**src/rtl/sr_pulse_sequencer.sv**
```systemverilog
// rtl/sr_pulse_sequencer.sv - debounced set/clear requests turned into spaced one-cycle S/R pulses
module sr_pulse_sequencer #(
  parameter int unsigned DEBOUNCE_CYCLES = 4,
  parameter int unsigned MIN_GAP         = 2
) (
  input  logic CLK,
  input  logic RST,
  input  logic SET_IN,
  input  logic CLR_IN,
  output logic S,
  output logic R,
  output logic BUSY,
  output logic CONFLICT
);

  localparam logic [7:0] DB_LAST  = 8'(DEBOUNCE_CYCLES - 1);
  localparam logic [3:0] GAP_LAST = 4'(MIN_GAP - 1);

  typedef enum logic [1:0] {IDLE, SET_PULSE, CLR_PULSE, GAP} state_t;

  // Bit 0 of every pair is the set path, bit 1 the clear path.
  logic [1:0] raw, sync1, sync2, deb, deb_q, req_edge, eff;
  logic [1:0] pend, pend_next;
  logic [7:0] db_cnt [2];
  state_t     state, state_next;
  logic [3:0] gap_cnt, gap_next;
  logic       s_next, r_next, conflict_next, arb;

  assign raw      = {CLR_IN, SET_IN};
  assign req_edge = deb & ~deb_q;
  assign eff      = pend | req_edge;

  always_ff @(posedge CLK or posedge RST) begin
    if (RST) begin
      sync1     <= '0;
      sync2     <= '0;
      deb       <= '0;
      deb_q     <= '0;
      db_cnt[0] <= '0;
      db_cnt[1] <= '0;
    end else begin
      sync1 <= raw;
      sync2 <= sync1;
      deb_q <= deb;
      for (int i = 0; i < 2; i++) begin
        if (sync2[i] == deb[i]) begin
          db_cnt[i] <= '0;
        end else if (db_cnt[i] == DB_LAST) begin
          deb[i]    <= sync2[i];
          db_cnt[i] <= '0;
        end else begin
          db_cnt[i] <= db_cnt[i] + 8'd1;
        end
      end
    end
  end

  // The last GAP cycle arbitrates exactly like IDLE, so a queued request
  // is served in the first cycle after the gap.
  always_comb begin
    state_next    = state;
    gap_next      = gap_cnt;
    pend_next     = pend | req_edge;
    conflict_next = 1'b0;
    arb           = 1'b0;
    case (state)
      IDLE: arb = 1'b1;
      SET_PULSE, CLR_PULSE: begin
        state_next = GAP;
        gap_next   = '0;
      end
      GAP: begin
        if (gap_cnt == GAP_LAST) begin
          arb      = 1'b1;
          gap_next = '0;
        end else begin
          gap_next = gap_cnt + 4'd1;
        end
      end
      default: state_next = IDLE;
    endcase
    if (arb) begin
      state_next = IDLE;
      pend_next  = '0;
      case (eff)
        2'b01:   state_next    = SET_PULSE;
        2'b10:   state_next    = CLR_PULSE;
        2'b11:   conflict_next = 1'b1;
        default: state_next    = IDLE;
      endcase
    end
    s_next = (state_next == SET_PULSE);
    r_next = (state_next == CLR_PULSE);
  end

  always_ff @(posedge CLK or posedge RST) begin
    if (RST) begin
      state    <= IDLE;
      gap_cnt  <= '0;
      pend     <= '0;
      S        <= 1'b0;
      R        <= 1'b0;
      BUSY     <= 1'b0;
      CONFLICT <= 1'b0;
    end else begin
      state    <= state_next;
      gap_cnt  <= gap_next;
      pend     <= pend_next;
      S        <= s_next;
      R        <= r_next;
      BUSY     <= (state_next != IDLE);
      CONFLICT <= conflict_next;
    end
  end

endmodule
```
**config.mk**
```make
export PLATFORM = sky130hd
export DESIGN_NAME = sr_pulse_sequencer
export DESIGN_NICKNAME = d
export VERILOG_FILES = /design/src/rtl/sr_pulse_sequencer.sv
export SDC_FILE = /design/constraint.sdc
export NUM_CORES = 1
export LEC_CHECK = 0
export CORE_MARGIN = 10
export CORE_UTILIZATION = 25
export DETAILED_ROUTE_END_ITERATION = 7
export GPL_TIMING_DRIVEN = 0
export PLACE_DENSITY = 0.46
export SYNTH_ARGS = -nofsm -noshare
export SYNTH_HDL_FRONTEND = slang
export SYNTH_SLANG_ARGS = --single-unit
```
**constraint.sdc**
```tcl
create_clock -name CLK -period 2.14 [get_ports CLK]
set_input_delay 0.428 -clock CLK [delete_from_list [all_inputs] [get_ports CLK]]
set_output_delay 0.428 -clock CLK [all_outputs]
set_load 0.05 [all_outputs]
```
; Word level (Yosys, flattened, before mapping)
; Index checks and enable logic that the tools add are counted.
[totals]
word_cells = 55
memories = 0
rom_bits = 0
register_bits = 36
ramBits = 0
latchBits = 0
[classes]
add_sub_neg = 3
reduce_logical = 6
n_mul = 0
n_bitwise = 5
n_lt_le_gt_ge = 0
div = 0
shift = 0
n_eq_ne = 13
muxes = 14
[op_table]
columns = op, n
row1 = $mux W8, 4
row2 = $add A8 B1 Y8 const B, 2
row3 = $eq A8 B2 Y1 const B, 2
row4 = $eq A2 B2 Y1 const B, 5
row5 = $pmux W4 S2, 1
row6 = $eq A2 B1 Y1 const B, 3
row7 = $mux W2, 3
row8 = $add A4 B1 Y4 const B, 1
row9 = $eq A4 B1 Y1 const B, 1
row10 = $mux W4, 1
row11 = $pmux W2 S2, 1
row12 = $reduce_and A2 Y1, 2
row13 = $reduce_bool A2 Y1, 2
row14 = $mux W1, 3
row15 = $and A2 B2 Y2, 1
row16 = $eq A1 B1 Y1, 2
row17 = $logic_not A2 Y1, 1
row18 = $not A1 Y1, 2
row19 = $not A2 Y2, 1
row20 = $or A2 B2 Y2, 1
row21 = $pmux W1 S2, 1
row22 = $reduce_or A2 Y1, 1

; Logic depth before layout (Yosys ltp)
[depth]
depth_word = 7
mapped_depth = 6
ltp_nobuf = 5

; Least setup slack after synthesis
; OpenSTA, ideal clock, no wires.
[synth_timing]
path_kind = reg-to-reg
start = register db_cnt[8] (netlist name)
end = register deb[0]
setup_time_ps = 128
stages_incl_launch_ff = 5
arrival_ps = 1565
slack_ps = 447
period_less_slack_ps = 1693
required_ps = 2012
path_cell_list = dfrtp_1 ha_1 or4b_4 nor4_2 mux2_1
[synth_via]
elab_chain_len = 2
[synth_rtl]
columns = element, line_no
row1 = from (decl), 24  ; logic [7:0] db_cnt [2];
row2 = "from (signal, indexed assignment)", 52  ; db_cnt[i] <= db_cnt[i] + 8'd1;
row3 = $eq A8 B2 Y1, 48  ; end else if (db_cnt[i] == DB_LAST) begin
row4 = $reduce_and A2 Y1 (no source line), --
row5 = "to (signal, indexed assignment)", 49  ; deb[i] <= sync2[i];
row6 = to (decl), 22  ; logic [1:0] raw, sync1, sync2, deb, deb_q, req_edge, eff;
; Every way passes these cells.
; A chain may end at the register's enable or synchronous reset.

; Final worst setup path
[layout_timing]
start = register BUSY
end = output port BUSY
[layout_lines]
columns = element, line_no
row1 = from (decl), 12  ; output logic BUSY,
row2 = from (signal assigned), 111  ; BUSY <= (state_next != IDLE);
; No word-level cell between the ends.

==> key figures <==
Floorplanning
  – Die X-Extent: between 100 and 150 um
  – Initial Util: 25.9%
  – I/O Pins: 8
  – Die Footprint: 10300 um^2
  – Die Y: just over 100 um
  – Row cnt: 29
  – Core area: approximately 6400 um^2

Setup path
  – Buf+Inv Stages, Crit Path: 1
  – Setup crit start kind: register
  – Crit end category: output port
  – WP data required: approximately 1.7 ns
  – CP Cell Sequence: clkdlybuf4s50_1
  – CP delay by family, top: buffers and inverters
  – Crit-path max cell delay: ~0.80 ns
  – Critical Setup Path Class: reg -> out
  – Critical path's slowest cell: clkdlybuf4s50_1
  – Stages on worst setup path: 1
  – Crit-path max FO: 1
  – Reg2Reg Depth: 4
  – CP arrival: roughly 1.4 ns

Clocking
  – Post-CTS Setup Bufs: 0
  – CTS tree: yes
  – # clock sinks: 36
  – CTS root buf: clkbuf_8
  – Worst skew pair latency: 0.28 ns
  – Post-CTS sizing: 0
  – Hold buffers post-CTS: 0
  – Clk buf depth: 2
  – Number of H-tree levels: 2
  – Reg clk slew, reported paths: around 0.07 ns
  – CTS Buf Count: 5

Timing
  – RSZ-0062 raised after global routing: no
  – Worst-Margin Slew: approximately 0.73 ns
  – Final hold viol count: 0
  – Tcrit/Tclk final: a little under nine tenths
  – Worst hold slack: between 0.3 and 0.4 ns
  – Final setup viols: 0
  – Minimum period implied by the final worst setup slack: 1.83 ns
  – Fin. max-slew vios: 0
  – Fin Setup TNS: 0 ns
  – Slew margin rel.: a little over 50%
  – Fmax: between 0.5 and 0.6 GHz
  – Skew final: roughly 0.0040 ns

Drt
  – Drt initial violations: 52
  – Wirelength, routed: around 2700 um
  – ANT nets after route: 0
  – DR vias: around 1100
  – Vias/cell: 4.45
  – DRC: 0
  – Wirelength per Cell: roughly 11 um
  – Iteration count of the initial detailed-routing pass: 4

Layout
  – Post-layout instance area: 1920 um^2
  – Post-layout nets: between 150 and 200
  – Synth-to-Final Area Change: 15.4%
  – Filler cells: between 600 and 700
  – N_diodes: 0
  – Most frequent cells in the layout: 36 x dfrtp_1, 11 x inv_1, 11 x nor2_1
  – Leading cell type in the layout, fill and taps excluded: dfrtp_1
  – Share of cells above drive strength 1: 9.20%
  – Storage element area: 901 um^2
  – Multi-input combinational cell area: about 700 um^2

Global route
  – Largest net degree at the start of global routing: 37
  – Antenna violations before repair: 0
  – First-pass GRT wire length: 4810 um
  – Global Route met3 Usage: between 3 and 4%
  – Met1 Use GR: around 7.3%
  – GRT Util Overall: between 5 and 6%
  – Number of global-route vias before repair: between 1000 and 1500
  – Gr busiest metal: met2
  – Grt ovf: 0
  – GR Util met2: under 10%

Synthesis
  – Post-synthesis cell count: roughly 150
  – Sequential area share after synthesis: a little over half
  – FFs w/ async S/R, synth: 100%
  – Top post-synthesis cells by area: dfrtp_1 54%, ha_1 5.3%, nand3_1 2.7%
  – Mean Syn Cell Area: ~11 um^2
  – Area leader, netlist: dfrtp_1
  – Number of library cell types mapped by synthesis: 39
  – Synth Warn #: 0
  – Post-synth EDFFs: 0
  – Synth Flop Type: dfrtp_1
  – Share of the synthesized area in the top cell type: between 50% and 60%
  – Post-synth net total: 159
  – Register bit total from synthesis: 36
  – Cell area after synthesis: around 1700 um^2

Place
  – Routability cong.: 0.751
  – Port Buffers: 7
  – Placed Area: 1830 um^2
  – Post-DP HPWL: just under 2000 um

Status
  – Status: complete, no violations

Pwr
  – Pwr/cell area: around 1100 nW/um^2
  – Leakage: about 0.82 nW
  – Maximum vdd ir drop: just under 0.0003 V

Hold path
  – WHS Path Cells: 0
  – Hold Crit Class: reg -> reg

Flow run
  – Max_cap viols: 0
-- report_power, final --
part	internal, W	switching, W	total, W	leakage [nW]
Combinational	0.000295	0.000424	0.000719	0.314
Clock	0.000262	0.000228	0.000491	0.0455
Sequential	0.000841	0.000118	0.000959	0.459
-- registers in the layout, indices dropped and copies added (netlist names) --
register and cells:
CONFLICT 1, BUSY 1, pend 2, gap_cnt 4, state 2, S 1
sync2 2, deb_q 2, sync1 2, deb 2, db_cnt 16, R 1
-- cell families (layout without fill, tap and decap cells) --
logic type / Yosys count / count (layout) / share of synthesized area (%)
adder cells (fa/ha/maj): 7 / 7 / 5.27
flip-flops: 36 / 36 / 54.2
multiplexers: 5 / 5 / 3.24
AO/OA/AOI/OAI: 28 / 28 / 12.2
XOR/XNOR: 8 / 8 / 4.21
AND/OR/NAND/NOR: 50 / 50 / 17.5
buffers and inverters: 14 / 29 / 3.39
-- metal layers --
layer	wire [um]	share of wire [%]
met3	161	5.9
met1	1340	49
met5	0	0
met4	13	0.48
met2	1200	44
-- worst register-to-register path: cells and delay by family, from the launching register on --
| family | cells | cell delay [ns] |
|---|---|---|
| and+or+nand+nor | 2 | 0.68 |
| DFF | 1 | 0.41 |
| adders and majority gates | 1 | 0.24 |
| muxes | 1 | 0.34 |
-- through the flow --
stage	util, %	power, W	instances	worst slack, ns
floorplan	-	0.00151	148	0.447
global placement	28.5	0.00168	232	0.115
detailed placement	28.5	0.00170	232	0.0480
CTS	29.9	0.00220	240	0.283
global route	29.9	0.00234	240	0.204
finish	29.9	0.00217	240	0.309
-- area by class of cell --
cell class              count  area share [%]
clock buffers               8            4.69
inverters                  12            2.35
repair buffers              7            3.65
multi-input cells          98            36.8
well taps                  77            5.02
flip-flops and latches     36            46.9
plain buffers               2           0.587
-- cell usage after synthesis (all sizes together), types with 3 or more instances --
cell type / number
ha: 7
nand2b: 3
inv: 12
nand2: 5
dfrtp: 36
and2: 3
mux2: 3
o21ai: 8
nor2b: 3
xnor2: 3
a21oi: 8
xor2: 5
nand3: 9
or3: 6
nor2: 11
-- path summary, 6_finish.rpt --
check	start	endpoint	slack (ns)
worst max register to register	db_cnt[8]	deb[0]	0.36
worst min-delay path	sync1[0]	sync2[0]	0.36
max in group asynchronous	RST	db_cnt[14]	1.09
min in group asynchronous	RST	sync1[1]	0.58
worst max-delay path	BUSY	BUSY	0.31
worst min register to register	sync1[0]	sync2[0]	0.36
(Power assumes the default switching activity.)
